## config.mk

```make
export PLATFORM = sky130hd
export DESIGN_NAME = ofdm_ifft_reorder
export DESIGN_NICKNAME = d
export VERILOG_FILES = /design/src/rtl/ofdm_ifft_reorder.sv
export SDC_FILE = /design/constraint.sdc
export NUM_CORES = 2
export LEC_CHECK = 0
export ABC_AREA = 1
export BUFFER_PORTS_ARGS = -buffer_cell sky130_fd_sc_hd__clkbuf_2
export CAP_MARGIN = 10
export CORE_UTILIZATION = 60
export DETAILED_ROUTE_END_ITERATION = 8
export GPL_ROUTABILITY_DRIVEN = 0
export PLACE_DENSITY_LB_ADDON = 0.1
export SYNTH_ARGS = -nofsm -noshare
export SYNTH_HDL_FRONTEND = slang
export SYNTH_SLANG_ARGS = --single-unit
export TNS_END_PERCENT = 50
```

## constraint.sdc

```tcl
create_clock -name clk_clk -period 3.4 [get_ports clk_clk]
set_clock_uncertainty 0.15 [all_clocks]
set_input_delay 1.02 -clock clk_clk [delete_from_list [all_inputs] [get_ports clk_clk]]
set_output_delay 1.02 -clock clk_clk [all_outputs]
set_load 0.01 [all_outputs]
```

## src/rtl/ofdm_ifft_reorder.sv

```systemverilog
// ofdm_ifft_reorder: bit-reversal reorder buffer between the IFFT core and
// the cyclic-prefix adder. Two ping-pong banks of N samples. The writer
// fills a bank in bit-reversed address order. The reader drains full banks
// in natural order as a valid/sop/eop stream, with a 2-cycle latency from
// the completing eop beat.
// Optional feature macro: OFDM_REORDER_ERRCNT_EN (adds the err_count port).
module ofdm_ifft_reorder #(
    parameter int DATA_W = 22,
    parameter int LOG2N  = 6
) (
    input  logic              clk_clk,
    input  logic              reset_reset_n,
    input  logic [DATA_W-1:0] asi_in0_data,
    input  logic              asi_in0_valid,
    input  logic              asi_in0_startofpacket,
    input  logic              asi_in0_endofpacket,
    output logic [DATA_W-1:0] aso_out0_data,
    output logic              aso_out0_valid,
    output logic              aso_out0_startofpacket,
    output logic              aso_out0_endofpacket
`ifdef OFDM_REORDER_ERRCNT_EN
    ,
    output logic [7:0]        err_count
`endif
);

    localparam int N = 1 << LOG2N;
    localparam logic [LOG2N:0]   K_LAST = {1'b0, {LOG2N{1'b1}}};
    localparam logic [LOG2N-1:0] R_LAST = {LOG2N{1'b1}};

    typedef enum logic {W_IDLE, W_FILL} wr_state_t;
    typedef enum logic {R_IDLE, R_RUN}  rd_state_t;

    function automatic logic [LOG2N-1:0] bitrev(input logic [LOG2N-1:0] v);
        logic [LOG2N-1:0] res;
        for (int i = 0; i < LOG2N; i++) res[i] = v[LOG2N-1-i];
        return res;
    endfunction

    // Storage: bank index in the MSB of the address.
    logic [DATA_W-1:0] mem [0:2*N-1];

    logic [1:0]       full, full_nxt;
    wr_state_t        wr_state, wr_state_nxt;
    logic             wb;
    logic [LOG2N:0]   k, k_nxt;
    logic             k_last;
    logic             wr_en, wr_done, wr_full_eff;
    logic [LOG2N-1:0] wr_addr;

    rd_state_t        rd_state, rd_state_nxt;
    logic             rb;
    logic [LOG2N-1:0] r, r_nxt;
    logic             rd_go, rd_issue, rd_clear;

    assign k_last = (k == K_LAST);
    // Reader may start draining the bank it points at.
    assign rd_go  = full[rb];
    // A bank being released by the reader this cycle may be refilled at once.
    assign wr_full_eff = full[wb] & ~(rd_clear & (rb == wb));

    // Write FSM next state: legal beats advance k, malformed beats abort or restart.
    always_comb begin
        wr_state_nxt = wr_state;
        k_nxt        = k;
        wr_en        = 1'b0;
        wr_addr      = '0;
        wr_done      = 1'b0;
        if (asi_in0_valid) begin
            case (wr_state)
                W_IDLE: begin
                    // A one-beat packet can never be complete, so sop+eop is dropped.
                    if (asi_in0_startofpacket && !wr_full_eff && !asi_in0_endofpacket) begin
                        wr_en        = 1'b1;
                        k_nxt        = K_LAST'(1);
                        wr_state_nxt = W_FILL;
                    end
                end
                W_FILL: begin
                    wr_en = 1'b1;
                    if (asi_in0_startofpacket) begin
                        k_nxt = K_LAST'(1);
                    end else begin
                        wr_addr = bitrev(k[LOG2N-1:0]);
                        k_nxt   = k + 1'b1;
                        if (k_last || asi_in0_endofpacket) begin
                            wr_state_nxt = W_IDLE;
                            k_nxt        = '0;
                            wr_done      = k_last && asi_in0_endofpacket;
                        end
                    end
                end
                default: wr_state_nxt = W_IDLE;
            endcase
        end
    end

    // Write FSM state, fill counter and write bank pointer.
    always_ff @(posedge clk_clk or negedge reset_reset_n) begin
        if (!reset_reset_n) begin
            wr_state <= W_IDLE;
            k        <= '0;
            wb       <= 1'b0;
        end else begin
            // NOTE: sequential state uses non-blocking assignments so every
            // register samples the pre-edge values of the others.
            wr_state <= wr_state_nxt;
            k        <= k_nxt;
            if (wr_done) wb <= ~wb;
        end
    end

    // Sample RAM write port.
    always_ff @(posedge clk_clk) begin
        // NOTE: the RAM has no reset; full flags alone decide what is valid,
        // and a reset would prevent block-RAM inference.
        if (wr_en) mem[{wb, wr_addr}] <= asi_in0_data;
    end

    // Read FSM next state: address 0 is issued in the same cycle a full bank is seen.
    always_comb begin
        rd_state_nxt = rd_state;
        r_nxt        = r;
        rd_issue     = 1'b0;
        rd_clear     = 1'b0;
        case (rd_state)
            R_IDLE:  rd_issue = rd_go;
            R_RUN:   rd_issue = 1'b1;
            default: rd_issue = 1'b0;
        endcase
        if (rd_issue) begin
            if (r == R_LAST) begin
                rd_clear     = 1'b1;
                r_nxt        = '0;
                rd_state_nxt = full[~rb] ? R_RUN : R_IDLE;
            end else begin
                r_nxt        = r + 1'b1;
                rd_state_nxt = R_RUN;
            end
        end
    end

    // Read FSM state, address counter and read bank pointer.
    always_ff @(posedge clk_clk or negedge reset_reset_n) begin
        if (!reset_reset_n) begin
            rd_state <= R_IDLE;
            r        <= '0;
            rb       <= 1'b0;
        end else begin
            rd_state <= rd_state_nxt;
            r        <= r_nxt;
            if (rd_clear) rb <= ~rb;
        end
    end

    // Full flags: writer sets its bank, reader clears its bank; never the same bank together.
    always_comb begin
        full_nxt = full;
        if (rd_clear) full_nxt[rb] = 1'b0;
        if (wr_done)  full_nxt[wb] = 1'b1;
    end

    // Full flag register.
    always_ff @(posedge clk_clk or negedge reset_reset_n) begin
        if (!reset_reset_n) full <= '0;
        else                full <= full_nxt;
    end

    // Output stage: registered RAM read plus aligned qualifiers.
    always_ff @(posedge clk_clk or negedge reset_reset_n) begin
        if (!reset_reset_n) begin
            aso_out0_data          <= '0;
            aso_out0_valid         <= 1'b0;
            aso_out0_startofpacket <= 1'b0;
            aso_out0_endofpacket   <= 1'b0;
        end else begin
            if (rd_issue) aso_out0_data <= mem[{rb, r}];
            aso_out0_valid         <= rd_issue;
            aso_out0_startofpacket <= rd_issue && (r == '0);
            aso_out0_endofpacket   <= rd_issue && (r == R_LAST);
        end
    end

`ifdef OFDM_REORDER_ERRCNT_EN
    logic wr_err;
    // One event per discarded packet: overflow, sop+eop in idle, restart, early eop, missing eop.
    assign wr_err = asi_in0_valid &
                    ((wr_state == W_IDLE)
                        ? (asi_in0_startofpacket & (wr_full_eff | asi_in0_endofpacket))
                        : (asi_in0_startofpacket | (asi_in0_endofpacket ^ k_last)));

    // Saturating error counter.
    always_ff @(posedge clk_clk or negedge reset_reset_n) begin
        if (!reset_reset_n)                    err_count <= '0;
        else if (wr_err && err_count != 8'hFF) err_count <= err_count + 1'b1;
    end
`endif

endmodule

```

# Yosys cells after proc, flatten, opt, wreduce, memory -nomap -nowiden

Memories as Yosys holds them, arrays and structs flattened. A register that Yosys moved wholly into a read port is not among the register bits.
Cells that the tools add are included.

Equal/unequal tests: 4
Muxes and demuxes: 37
Bitwise logic cells: 10
$lt $le $gt $ge: 5
Add/subtract/negate cells: 2
Reductions and logical operators: 13

Operators with widths:

| cell                                                                  | number |
|---|---|
| 6-bit 2-to-1 mux                                                      | 4 |
| 1-bit 2-to-1 mux                                                      | 22 |
| 7-bit 2-to-1 mux                                                      | 3 |
| 7-bit one-hot mux with 2 select lines                                 | 1 |
| 7-bit by 1-bit adder with 7-bit output, second input constant         | 1 |
| 7-bit by 6-bit equality test with 1-bit output, second input constant | 1 |
| 1-bit logical AND                                                     | 7 |
| 6-bit by 1-bit adder with 6-bit output, second input constant         | 1 |
| 6-bit equality test, second input constant                            | 1 |
| 6-bit zero test                                                       | 1 |
| 1-bit by 2-bit < comparator with 1-bit output, second input constant  | 3 |
| 1-bit one-hot mux with 2 select lines                                 | 3 |
| 1-bit NOT                                                             | 5 |
| 2-bit 2-to-1 mux                                                      | 2 |
| 1-bit zero test                                                       | 3 |
| 1-bit AND                                                             | 2 |
| 2-bit AND                                                             | 1 |
| 1-bit demux with 1-bit select                                         | 2 |
| 1-bit >= comparator, second input constant                            | 2 |
| 2-bit != test, second input constant                                  | 1 |
| 2-bit NOT                                                             | 1 |
| 2-bit bitwise OR                                                      | 1 |
| 2-bit AND reduction                                                   | 1 |
| 1-bit equality test                                                   | 1 |
| 1-bit logical OR                                                      | 1 |

Output and inout port bits: 25
Memories: 1
Logic and storage cells: 82
Register bits: 22
Input port bits: 27
Memory bits (writable): 2816

Memories:

| name | words | width | rd ports | clocked after Yosys merged registers in | wr ports | line | source |
|---|---|---|---|---|---|---|---|
| mem  | 128   | 22    | 1        | 1                                       | 1        | 41   | `logic [DATA_W-1:0] mem [0:2*N-1];` |

# Depth between registers and ports, before layout

Depth in word-level cells: 15
Gate-level depth with buffers: 17
Depth with buffers taken out: 13

# Worst setup path after synthesis

Ideal clock, no wire load.

Path type: input port to flip-flop
Start: input asi_in0_valid
End: memory mem[66][0] (enable)
Cell stages on the path: 8
Setup slack: -228 ps
Buffers on the path: 2
Library setup time: 401 ps
Arrival time: 3077 ps
Cell sequence: clkbuf_1 -> inv_1 -> nor3_1 -> inv_1 -> nor2_1 -> nand2_1 -> clkbuf_1 -> nor2_1

Longest elaborated chain between the ends: 3
Elaborated cells on any way between the ends: 4

RTL lines:

| what                                   | line | source |
|---|---|---|
| from (decl)                            | 14   | `input logic asi_in0_valid,` |
| 1-bit 2-to-1 mux                       | 69   | `if (asi_in0_valid) begin` |
| 1-bit 2-to-1 mux                       | 117  | `if (wr_en) mem[{wb, wr_addr}] <= asi_in0_data;` |
| 1-bit 2-to-1 mux (implied by the code) | 117  |  |
| to (decl)                              | 41   |  |

Several ways; a longest one is shown, not always the timed one.

==> impl_metrics.csv <==
group,metric,value,unit
cells_and_area,final_cell_area,134500,um2
critical_path,worstSetupPathType,"reg -> reg",
cells_and_area,final_nets,10706,
global_routing,grt_max_degree,137,
drt,viasPerCell,5.950,
sta,period_share,97.57,%
cts,clk_latency,970,ps
cells_and_area,multi_input_area,27460,um2
critical_path,crit_arrival,4030,ps
power_and_ir_drop,powerDensity,530.5,nW/um2
yosys,syn_nets,10511,
drt,post-route-drc-count,0,
place,placed_cell_area,125200,um2
sta,fin_crit,3317,ps
power_and_ir_drop,switching_power,14.17,mW
cts,postCtsSetupRepairBufs,0,
critical_path,cp_common_cell,"nand2_1",
sta,drv_slew,0,
sta,fin_hold_ws,216.2,ps
power_and_ir_drop,intPower,57.17,mW
drt,drtPass1Iterations,9,
place,io_buffer_count,51,
sta,tns,0,ps
cells_and_area,final_common_cell,"nand2_1",
floorplanning,initial_core_util,60.38,%
cells_and_area,fillers,13893,
yosys,syn_area_per_cell,11.23,um2
sta,hold_viol,0,
drt,dr.first_iter.drc_count,11577,
cells_and_area,synthToLayoutAreaGrowth,14.20,%
sta,rsz0062_at_grt,"false",
cts,cts_buffers,302,
cts,cts_buffer_depth,4,
yosys,syn_inst,10481,
global_routing,overflow,0,
global_routing,grt_pass1_vias,74892,
place,preCtsSetupSlack,-386.8,ps
critical_path,cp.required,4120,ps
critical_path,critPathTopFamily,"simple AND/OR/NAND/NOR gates",
critical_path,endpoint_kind,"flop",
global_routing,antenna_found_initial,7,
power_and_ir_drop,power_frac_seq,54.3,%
cts,ctsResizeCount,0,
floorplanning,io_pins,52,
cts,clk_pin_slew_worst_paths,60,ps
critical_path,cp_cell_sequence,"inv_16, buf_12, buf_12, nand2_1, nand2_1, nand2_1, nand3_1, nand3_1, a21oi_1, nor2_1, nand2_1, nand3_1, nand2_1",
cells_and_area,final_cell_mix,"nand2_1, edfxtp_1, nand3_1",
drt,final_antenna_net_count,0,
critical_path,crit_slowest_cell,"a21oi_1",
floorplanning,coreArea,195000,um2
sta,setup-violations-final,0,
yosys,ys_seq_area_share,72.75,%
floorplanning,fp.dieW,445.0,um
critical_path,path_buf_inv,3,
sta,max_slew.worst_pin.slew,1248,ps
sta,setup_slack,82.63,ps
power_and_ir_drop,p_leak,50.43,nW
drt,wirelength,352800,um
critical_path,path_max_fanout,43,
critical_path,cp-start-kind,"flop",
cells_and_area,fin_util,68.96,%
power_and_ir_drop,clockPowerShare,44.0,%
floorplanning,die-area,198000,um2
yosys,synth_cell_type_count,33,
run,drv_cap,0,
cells_and_area,register_area,85680,um2
hold_path,min_path_type,"in -> reg",
drt,routedWlPerCell,26.11,um
critical_path,max_stage_delay,640,ps
cts,cts_sinks,2860,
cts,clock-root-buffer,"clkbuf_16",
yosys,syn-cell-area,117700,um2
cts,htree_levels,5,
sta,max_freq,301.4,MHz
place,place.detailed.hpwl,217100,um
global_routing,grt_pass1_wl,506700,um
cells_and_area,drive_gt1_share,9.641,%
power_and_ir_drop,swShare,19.87,%
run_status,status,"finished, final reports clean",
global_routing,grt.total_usage,35.52,%
floorplanning,row_count,162,
sta,maxSlewHeadroom,16.72,%
floorplanning,die_y,445.0,um
drt,vias,80385,
yosys,ys_seq_elements,2860,
yosys,ys_warn_count,0,
power_and_ir_drop,p_comb_share,1.7,%
cts,cts_tree,"done",
power_and_ir_drop,irDropWorstVdd,527.8,uV
-- timing repair --
action | CTS | global route
setup endpoints to repair | 0 | 0
endpoints found under the hold margin | 16 | 0
hold buffers | 1 | 0
-- path summary, 6_finish.rpt --
path | depth (start not counted) | slack, ps | from | to
worst max-delay path | 13 | 80 | r[0] | aso_out0_data[16]
worst min-delay path | 1 | 220 | asi_in0_data[18] | mem[8][18]
worst max register to register | 13 | 80 | r[0] | aso_out0_data[16]
worst min register to register | 2 | 360 | k[6] | k[6]
max in group asynchronous | 4 | 1650 | reset_reset_n | aso_out0_data[1]
min in group asynchronous | 2 | 490 | reset_reset_n | aso_out0_endofpacket
-- power by group through the flow --
stage	Sequential, mW	Clock [mW]	Combinational, mW
floorplan	39.5	0	0.0683
global route	38.7	32.7	1.22
detailed placement	39.5	0	1.18
CTS	38.8	31.5	1.18
finish	38.8	31.4	1.20
global placement	39.5	0	1.16
-- worst register-to-register path: stages (launching register included) --
cell     delay, ps
dfrtp_4        570
inv_16         360
buf_12         290
buf_12         200
nand2_1         80
nand2_1         50
nand2_1         70
nand3_1        110
nand3_1        190
a21oi_1        640
nor2_1         250
nand2_1        120
nand3_1         80
nand2_1         80
-- logic make-up (layout without fill, tap and decap cells) --
family | Yosys count | after routing | share of synthesized area [%]
other cells | 0 | 5 | 0
buf+inv | 1143 | 1543 | 4.221
xor+xnor | 5 | 5 | 0.03719
simple gates | 6183 | 6183 | 21.67
fa+ha+maj | 3 | 3 | 0.03188
compound gates | 287 | 287 | 1.288
flops | 2860 | 2860 | 72.75
-- synthesized netlist by cell type --
cell | count | area [um2]
a21oi_1 | 89 | 445.4
nand2_1 | 3816 | 14320
buf_1 | 64 | 240.2
a31oi_1 | 2 | 12.51
a221oi_1 | 1 | 8.760
nor4_1 | 1 | 6.260
ha_1 | 3 | 37.54
nand3_4 | 1 | 17.52
inv_1 | 519 | 1948
or2_2 | 5 | 31.28
nor2_4 | 1 | 11.26
a21boi_0 | 6 | 45.04
nand3_1 | 1778 | 8899
nand4_1 | 3 | 18.77
buf_4 | 62 | 465.5
o21ai_0 | 160 | 800.8
dfrtp_1 | 44 | 1101
inv_4 | 1 | 6.260
o22ai_1 | 1 | 6.260
nor3_1 | 19 | 95.09
nor3_4 | 1 | 16.27
clkbuf_1 | 233 | 874.6
o211ai_1 | 23 | 172.7
buf_6 | 20 | 225.2
xnor2_1 | 1 | 8.760
edfxtp_1 | 2816 | 84560
nor2_1 | 557 | 2091
xor2_1 | 4 | 35.03
o21ai_1 | 5 | 25.02
buf_2 | 235 | 1176
nand2_2 | 1 | 6.260
inv_2 | 5 | 18.77
clkinv_1 | 4 | 15.01
-- registers in the layout, summed over array words and instances, names as in the netlist --
signal                  cells
aso_out0_endofpacket        1
wr_state                    1
k                           7
aso_out0_startofpacket      1
aso_out0_valid              1
mem                      2816
rb                          1
rd_state                    1
aso_out0_data              22
r                           6
wb                          1
full                        2
-- per-stage QoR --
step,power [mW],std cells
2_1_floorplan,39.58,10481
3_3_place_gp,40.66,12991
3_5_place_dp,40.69,12991
4_1_cts,71.45,13501
5_1_grt,72.70,13507
6_report,71.34,13510
-- layout make-up --
| type | count | share of cell area [%] |
|---|---|---|
| Antenna cell | 5 | 0.009305 |
| Clock buffer | 376 | 6.001 |
| Clock inverter | 133 | 0.8272 |
| Inverter | 529 | 1.505 |
| Multi-Input combinational cell | 6478 | 20.42 |
| Sequential cell | 2860 | 63.72 |
| Tap cell | 2624 | 2.442 |
| Timing Repair Buffer | 505 | 5.076 |
-- routing by layer --
layer | global-route usage, % | wire (um) | up-vias
met5 | 0 | 38 | -
met4 | 19.61 | 21900 | 6
met3 | 7.139 | 39140 | 861
met2 | 53.36 | 159100 | 4885
met1 | 49.10 | 132600 | 38566
li1 | - | - | 36067
Note: power is estimated with default switching activity, not from simulation.
